--- src/rtl/bcd_conv_arbiter.sv ---
// Round-robin arbiter sharing one binary-to-BCD converter among N_REQ requesters.
// Captures the winner's operand, pulses start, waits for data-valid or watchdog abort.
module bcd_conv_arbiter #(
  parameter int unsigned N_REQ       = 4,
  parameter int unsigned BIN_W       = 13,
  parameter int unsigned DIGITS      = 4,
  parameter int unsigned TIMEOUT_CYC = 255
) (
  input  logic                      i_Clock,
  input  logic                      i_Reset_n,
  input  logic [N_REQ-1:0]          i_Req,
  input  logic [N_REQ*BIN_W-1:0]    i_Binary_Bus,
  output logic [N_REQ-1:0]          o_Grant,
  output logic [N_REQ-1:0]          o_Done,
  output logic [DIGITS*4-1:0]       o_BCD,
  output logic                      o_Timeout,
  output logic                      o_Busy,
  output logic [BIN_W-1:0]          o_Conv_Binary,
  output logic                      o_Conv_Start,
  input  logic [DIGITS*4-1:0]       i_Conv_BCD,
  input  logic                      i_Conv_DV
);

  localparam int unsigned LW    = (N_REQ > 1) ? $clog2(N_REQ) : 1;
  localparam int unsigned WD_W  = $clog2(TIMEOUT_CYC + 1);
  localparam int unsigned BCD_W = DIGITS * 4;

  typedef enum logic [1:0] {
    ST_IDLE  = 2'd0,
    ST_START = 2'd1,
    ST_WAIT  = 2'd2,
    ST_DONE  = 2'd3
  } state_t;

  state_t             state_q, state_d;
  logic [LW-1:0]      last_q, last_d;
  logic [WD_W-1:0]    wdog_q, wdog_d;
  logic [N_REQ-1:0]   grant_q, grant_d;
  logic [N_REQ-1:0]   done_q, done_d;
  logic [BCD_W-1:0]   bcd_q, bcd_d;
  logic               timeout_q, timeout_d;
  logic               busy_q, busy_d;
  logic [BIN_W-1:0]   bin_q, bin_d;
  logic               start_q, start_d;

  logic [BIN_W-1:0]   operand [N_REQ];
  logic               found;
  logic [LW-1:0]      win;

  for (genvar k = 0; k < N_REQ; k++) begin : g_slice
    assign operand[k] = i_Binary_Bus[k*BIN_W +: BIN_W];
  end

  // Round-robin search starting just after the last winner, wrapping modulo N_REQ
  always_comb begin
    int unsigned idx;
    idx   = 0;
    found = 1'b0;
    win   = last_q;
    for (int unsigned i = 1; i <= N_REQ; i++) begin
      idx = (32'(last_q) + i) % N_REQ;
      if (!found && i_Req[LW'(idx)]) begin
        found = 1'b1;
        win   = LW'(idx);
      end
    end
  end

  always_comb begin
    state_d   = state_q;
    last_d    = last_q;
    wdog_d    = wdog_q;
    grant_d   = grant_q;
    done_d    = '0;
    bcd_d     = bcd_q;
    timeout_d = 1'b0;
    bin_d     = bin_q;
    start_d   = 1'b0;

    case (state_q)
      ST_IDLE: begin
        if (found) begin
          grant_d      = '0;
          grant_d[win] = 1'b1;
          bin_d        = operand[win];
          start_d      = 1'b1;
          last_d       = win;
          state_d      = ST_START;
        end
      end
      ST_START: begin
        wdog_d  = '0;
        state_d = ST_WAIT;
      end
      ST_WAIT: begin
        if (wdog_q != WD_W'(TIMEOUT_CYC)) begin
          wdog_d = wdog_q + 1'b1;
        end
        // Data-valid takes priority over a coincident terminal count
        if (i_Conv_DV) begin
          bcd_d   = i_Conv_BCD;
          done_d  = grant_q;
          grant_d = '0;
          state_d = ST_DONE;
        end else if (wdog_q >= WD_W'(TIMEOUT_CYC - 1)) begin
          bcd_d     = '1;
          done_d    = grant_q;
          timeout_d = 1'b1;
          grant_d   = '0;
          state_d   = ST_DONE;
        end
      end
      ST_DONE: begin
        state_d = ST_IDLE;
      end
      default: begin
        state_d = ST_IDLE;
      end
    endcase

    busy_d = (state_d != ST_IDLE);
  end

  always_ff @(posedge i_Clock or negedge i_Reset_n) begin
    if (!i_Reset_n) begin
      state_q   <= ST_IDLE;
      last_q    <= LW'(N_REQ - 1);
      wdog_q    <= '0;
      grant_q   <= '0;
      done_q    <= '0;
      bcd_q     <= '0;
      timeout_q <= 1'b0;
      busy_q    <= 1'b0;
      bin_q     <= '0;
      start_q   <= 1'b0;
    end else begin
      state_q   <= state_d;
      last_q    <= last_d;
      wdog_q    <= wdog_d;
      grant_q   <= grant_d;
      done_q    <= done_d;
      bcd_q     <= bcd_d;
      timeout_q <= timeout_d;
      busy_q    <= busy_d;
      bin_q     <= bin_d;
      start_q   <= start_d;
    end
  end

  assign o_Grant       = grant_q;
  assign o_Done        = done_q;
  assign o_BCD         = bcd_q;
  assign o_Timeout     = timeout_q;
  assign o_Busy        = busy_q;
  assign o_Conv_Binary = bin_q;
  assign o_Conv_Start  = start_q;

endmodule

--- config.mk ---
export PLATFORM = sky130hd
export DESIGN_NAME = bcd_conv_arbiter
export DESIGN_NICKNAME = d
export VERILOG_FILES = /design/src/rtl/bcd_conv_arbiter.sv
export SDC_FILE = /design/constraint.sdc
export NUM_CORES = 1
export LEC_CHECK = 0
export CELL_PAD_IN_SITES_DETAIL_PLACEMENT = 1
export CELL_PAD_IN_SITES_GLOBAL_PLACEMENT = 2
export CORE_MARGIN = 4
export CORE_UTILIZATION = 25
export CTS_BUF_LIST = sky130_fd_sc_hd__clkbuf_16
export DETAILED_ROUTE_END_ITERATION = 6
export PLACE_DENSITY_LB_ADDON = 0.1
export SLEW_MARGIN = 20
export SYNTH_ARGS = -nofsm -noshare
export SYNTH_HDL_FRONTEND = slang
export SYNTH_SLANG_ARGS = --single-unit
--- constraint.sdc ---
create_clock -name i_Clock -period 2.15 [get_ports i_Clock]
set_clock_uncertainty 0.15 [all_clocks]
set_input_delay 0.43 -clock i_Clock [delete_from_list [all_inputs] [get_ports i_Clock]]
set_output_delay 0.43 -clock i_Clock [all_outputs]
set_load 0.03 [all_outputs]
==> results of run 1 <==
-- logic make-up after synthesis --
group | count (synthesis) | synth area share (%)
AO/OA/AOI/OAI | 79 | 23.8
flip-flops | 52 | 48.5
adder cells (fa/ha/maj) | 2 | 0.931
AND/OR/NAND/NOR | 62 | 10.6
XOR/XNOR | 2 | 0.652
multiplexers | 27 | 10.7
buffers and inverters | 25 | 4.80
-- worst register-to-register path, cell delays in order, from the launching register on --
cell and delay [ps]:
dfstp_2 580, nor2b_2 70, a21o_1 180, a221oi_4 390
buf_6 180, clkbuf_16 160, mux2_4 300, o211ai_1 90
-- sequential cells by signal (all words and copies together), names as in the netlist --
| name | count |
|---|---|
| o_BCD | 16 |
| o_Conv_Binary | 13 |
| wdog_q | 8 |
| o_Done | 4 |
| o_Grant | 4 |
| last_q | 2 |
| state_q | 2 |
| o_Busy | 1 |
| o_Conv_Start | 1 |
| o_Timeout | 1 |
-- cell usage in the layout (no fill, tap or decap), drive strengths merged, types with 2 or more instances in the layout --
cell / count
a21oi: 5
and2: 4
buf: 29
clkbuf: 7
clkdlybuf4s50: 110
clkinv: 2
dfrtp: 50
dfstp: 2
dlymetal6s2s: 3
ha: 2
inv: 6
mux2: 13
mux2i: 14
nand2: 25
nand2b: 3
nand3: 6
nand4: 3
nor2: 12
nor2b: 2
nor3: 4
nor4: 2
o2111ai: 26
o211ai: 14
o21a: 2
o21ai: 8
o22a: 16
o22ai: 2
-- metal layers --
layer	GRT usage (%)	share of wire (%)	up-vias
li1	-	-	1219
met1	17.9	47	1243
met2	22.5	48	55
met3	3.53	4.3	8
met4	3.16	1.1	0
met5	0	0	-
-- worst max-delay path by stage --
stage | from | to | slack (ps) | cells past startpoint
finish | last_q[0]$_DFFE_PN1P_ | o_Conv_Binary[1]$_DFFE_PN0P_ | -20 | 7
global route | last_q[0]$_DFFE_PN1P_ | o_Conv_Binary[5]$_DFFE_PN0P_ | -100 | 7
CTS | i_Req[3] | o_Conv_Binary[11]$_DFFE_PN0P_ | -2 | 7
detailed placement | i_Req[3] | o_Conv_Binary[2]$_DFFE_PN0P_ | -290 | 7
global placement | i_Req[3] | o_Conv_Binary[12]$_DFFE_PN0P_ | -240 | 7
floorplan | last_q[0]$_DFFE_PN1P_ | o_Conv_Binary[11]$_DFFE_PN0P_ | 210 | 6
-- timing repair --
item                       in CTS  in global routing
hold endpoints to repair       20                  0
gates resized for setup         1                 23
setup endpoints to repair       2                 14
buffers inserted                0                  6
cloned                          0                  2
pin swaps                       0                 11
hold buffers                    1                  0
-- metrics by stage --
stage          hold slack, ps  instances  instance area [sq um]  TNS [ps]
2_1_floorplan           -15.6        249                   2690         0
3_3_place_gp              305        502                   4130     -3490
3_5_place_dp              301        502                   4130     -4150
4_1_cts                   351        511                   4310     -2.95
5_1_grt                   377        519                   4480      -891
6_report                  343        519                   4480     -26.3
-- layout make-up --
cell class                 count  area [sq um]  area share, %
clock inverter                 3          42.5          0.949
sequential                    52          1300           29.1
tap                          136           170           3.80
timing repair buffer         145          1510           33.6
inverter                       6          22.5          0.503
multi-input combinational    172          1310           29.2
clock buffer                   5           125           2.79
-- power breakdown --
part	total (mW)	switching, mW	internal [mW]
combinational	3.77	1.96	1.81
sequential	1.64	0.256	1.38
clock	0.913	0.365	0.548
==> out/results.ini, run 1 <==
[worst_setup_path]
cp_top_family=compound AO/OA/AOI/OAI gates
worstPathMaxFanout=6
critPathCaptureType=flip-flop
critPathRequiredTime_ps=2210
worst-setup-path-type=flip-flop to flip-flop
critPathArrivalTime_ps=2220
startpoint_type=flip-flop
reg2regPathDepth=7
rr_endpoint=o_Conv_Binary[1]$_DFFE_PN0P_
path_cells=nor2b_2 -> a21o_1 -> a221oi_4 -> buf_6 -> clkbuf_16 -> mux2_4 -> o211ai_1
regToRegStartpoint=last_q[0]$_DFFE_PN1P_
r2r_slack_ps=-20
critPathBufInv=2
crit_path_max_incr_delay_ps=580
cpMaxStageDelayCell=dfstp_2

[hold_path]
holdPathEnd=o_Conv_Binary[10]$_DFFE_PN0P_
min-delay-start=o_Conv_Binary[10]$_DFFE_PN0P_
min_path_cells=2
min_path_type=flip-flop to flip-flop

[flow_run]
cap_violations=0

[cts]
clkLatencyLatePin_ps=290
cts-root-buf=clkbuf_16
tritoncts=built
htreeDepth=2
cts.sinks=52
cts_buffer_depth=2
numCtsBuffers=5
cts.clk_slew.worst_paths_ps=70

[floorplan]
initial_core_util_pct=25.8
fp.dieH_um=112
core_sq_um=10400
die_width_um=112
rows=37
num_io_pins=115
die_area_sq_um=12500

[logic_synthesis]
syn_nets=326
synth_area_sq_um=2690
synth_flop_cell=dfrtp_1
synth_cells=249
yosysTopAreaCellShare_pct=46.6
synth_edf_count=0
async_flop_share_pct=100
yosysMostFrequentCell=dfrtp_1
netlist_top_cells_count=dfrtp_1, o2111ai_1, nand2_1, o22a_1
ys_ff_latch=52
synthesis.yosys.warnings=0
syn_avg_cell_area_sq_um=10.8
synth.area.top_cells=dfrtp_1, o2111ai_1, mux2_1
synthDistinctLibCells=38
synth_top_area_cell=dfrtp_1
ys_seq_area_share_pct=48.5

[grt]
grt_use_total_pct=13.6
grt_pass1_wl_um=14000
grt-ovfl-total=0
antenna_found_initial=0
grt_start_max_net_pins=53
grt_pass1_vias=2671

[detailed_routing]
drt_iter0_drc=100
viasPerCell=4.87
drc_errors=0
vias=2525
wire_per_inst_um=17.1
drt_pass1_iterations=4
totalWireLength_um=8860
drtAntennaViolNets=0

[outcome]
violations=setup timing
outcome=complete, but fails checks

[timing]
rsz0062_at_grt=yes
fin_crit_ps=2170
finalHoldViolCount=0
slew_headroom_pct=59.6
final_max_slew_viol_count=0
setup_viol=3
max_freq_mhz=462
layout_setup_ws_ps=-16.1
worstMarginPinSlew_ps=605
min_period_over_period_pct=101

[finish]
drive_gt1_share_pct=15.4
n_antenna_cell=0
layout.nets=459
num-fill-cells=1146
synthToLayoutAreaGrowth_pct=66.8
final_core_util_pct=43.0

[place]
place.gp.congestion=0.735
dp_hpwl_um=6140
dp_slack_ps=-293
io_buffers=114

[pwr]
total_power_mw=6.33
p_leak_nw=1.86
peakVddDrop_uv=567
power_density_nw_per_um2=1410

No activity file was read; power rests on OpenSTA's default activity.
==> run 2, diff against run 1 <==
CORE_UTILIZATION = 27   (was 25)
clock period = 2.55 ns   (was 2.15 ns; I/O delays follow)
==> run 2 against run 1 <==
- final cell count is 3.9% lower
- the flow now finishes without violations
- worst setup slack better by 290 ps
- critical path depth stayed put
- routed wire length is 0.11% higher
- critical path type is now input pin to flip-flop
- die area is 6.9% lower
- highest routed layer unchanged
- power is 23% lower
- flip-flop and latch count stayed put
- via count is 3.0% lower
- register-to-register slack better by 510 ps
==> out/results.ini, run 2 (same netlist as run 1, synthesis figures left out) <==
[outcome]
outcome=complete, no violations

[flow_run]
cap_violations=0  ; unchanged

[place]
dpl-instance-area_sq_um=4060  ; -1.5%
place.gp.congestion=0.737  ; +0.20%
dp_slack_ps=-25.7  ; +267 ps
io_buffers=114  ; unchanged
dpl.cell_count=491  ; -2.2%
dp_hpwl_um=6300  ; +2.6%

[grt]
grt_pass1_wl_um=14200  ; +1.3%
grt_use_total_pct=15.5  ; +1.9 points
antenna_found_initial=0  ; unchanged
grt-ovfl-total=0  ; unchanged
use_met1_pct=20.5  ; +2.6 points
grt_busiest_layer=met2
grt_pass1_vias=2663  ; -0.30%
met3_usage_pct=4.20  ; +0.67 points
grt_start_max_net_pins=53  ; unchanged
grt.met2_usage_pct=25.4  ; +3.0 points

[floorplan]
rows=36  ; -2.7%
num_io_pins=115  ; unchanged
core_sq_um=9730  ; -6.6%
die_area_sq_um=11600  ; -6.9%
initial_core_util_pct=27.6  ; +1.8 points
die_width_um=108  ; -3.5%
fp.dieH_um=108  ; -3.5%

[worst_setup_path]
critPathCaptureType=flip-flop
reg2regPathDepth=6  ; -1
crit_path_max_incr_delay_ps=470  ; -110 ps
path_cells=clkdlybuf4s50_1 -> nor2b_1 -> a21o_1 -> a221oi_4 -> buf_12 -> mux2_1 -> o211ai_1
critPathBufInv=2  ; unchanged
critPathArrivalTime_ps=2330  ; +110 ps
worst-path-stages=7  ; unchanged
startpoint_type=input pin
critPathRequiredTime_ps=2610  ; +400 ps
cp_top_family=buffers and inverters
worstPathMaxFanout=31  ; +25
cpMaxStageDelayCell=clkdlybuf4s50_1
worst-setup-path-type=input pin to flip-flop

[pwr]
p_leak_nw=1.64  ; -12%
switching_power_mw=2.11  ; -18%
peakVddDrop_uv=568  ; +0.19%
p_comb_share_pct=57.0  ; -2.7 points
intPower_mw=2.76  ; -26%
seqPwrFrac_pct=28.8  ; +2.9 points
total_power_mw=4.87  ; -23%
switching_share_pct=43.3  ; +2.5 points
power_density_nw_per_um2=1160  ; -18%
pwr-share-clk_pct=14.3  ; about the same

[timing]
setup_tns_ps=0  ; +26.3 ps
fin_crit_ps=2280
setup_viol=0  ; -3
whs_ps=56.3  ; -286 ps
worstMarginPinSlew_ps=576  ; -29.3 ps
final_max_slew_viol_count=0  ; unchanged
min_period_over_period_pct=89.3
slew_headroom_pct=61.5  ; +2.0 points
layout_setup_ws_ps=273  ; +289 ps
max_freq_mhz=439
rsz0062_at_grt=no
finalHoldViolCount=0  ; unchanged

[finish]
synthToLayoutAreaGrowth_pct=56.7
final_common_cell=clkdlybuf4s50_1
finalInstanceArea_sq_um=4210  ; -6.0%
layout.nets=442  ; -3.7%
drive_gt1_share_pct=7.92  ; -7.5 points
layout_common_cells=clkdlybuf4s50_1, dfrtp_1, o2111ai_1, nand2_1, o22a_1
largest_register_ffs=16  ; unchanged
n_antenna_cell=0  ; unchanged
instances_no_fill=499  ; -3.9%
final_core_util_pct=43.3  ; +0.26 points

[cts]
cts_buffer_depth=2  ; unchanged
cts_hold_buf=0  ; -1
cts_setup_buffers=0  ; unchanged
cts.sinks=52  ; unchanged
ctsResizeCount=0  ; -1
cts-root-buf=clkbuf_16
tritoncts=built
cts.clk_slew.worst_paths_ps=70  ; about the same
clkLatencyLatePin_ps=290  ; about the same
numCtsBuffers=5  ; unchanged
htreeDepth=2  ; unchanged

[detailed_routing]
drc_errors=0  ; unchanged
drt_pass1_iterations=4  ; unchanged
drtAntennaViolNets=0  ; unchanged
viasPerCell=4.91  ; +0.92%
drt_iter0_drc=54  ; -46%
vias=2450  ; -3.0%
totalWireLength_um=8870  ; +0.11%
wire_per_inst_um=17.8  ; +4.1%

[hold_path]
min_path_type=input pin to async pin

==> run 2: area by class of cell <==
class | instances | area, sq um
inverter | 6 | 22.5
sequential | 52 | 1300
clock buffer | 5 | 125
multi-input combinational | 172 | 1250
clock inverter | 3 | 22.5
timing repair buffer | 128 | 1320
fill | 1096 | 5520
tap | 133 | 166
==> run 2: final timing paths <==
| kind | endpoint | startpoint | slack (ps) |
|---|---|---|---|
| worst max-delay path | o_Conv_Binary[4]$_DFFE_PN0P_ | i_Req[3] | 270 |
| worst min-delay path | wdog_q[0]$_DFFE_PN0P_ | i_Reset_n | 60 |
| worst max register to register | o_Conv_Binary[4]$_DFFE_PN0P_ | last_q[0]$_DFFE_PN1P_ | 490 |
| worst min register to register | o_Conv_Binary[11]$_DFFE_PN0P_ | o_Conv_Binary[11]$_DFFE_PN0P_ | 350 |
| max in group asynchronous | last_q[1]$_DFFE_PN1P_ | i_Reset_n | 1910 |
| min in group i_Clock | o_Conv_Binary[11]$_DFFE_PN0P_ | o_Conv_Binary[11]$_DFFE_PN0P_ | 350 |
==> run 2: power by group through the flow <==
stage                     clock, mW  sequential [mW]  combinational, mW
after floorplan                   0             1.91               1.16
after global placement            0             1.41               2.78
after detailed placement          0             1.42               2.82
after CTS                     0.728             1.41               2.82
after global routing          0.760             1.45               3.02
final                         0.696             1.40               2.78
==> run 2: routing by layer <==
| layer | wire, um | up-vias |
|---|---|---|
| met3 | 565 | 4 |
| met5 | 0 | - |
| met1 | 4020 | 1195 |
| met4 | 45 | 0 |
| li1 | - | 1188 |
| met2 | 4250 | 63 |
==> run 3, diff against run 2 <==
CAP_MARGIN = 25   (was default)
==> results of run 3 <==
Final layout, timing and power as in run 2 (identical DEF).
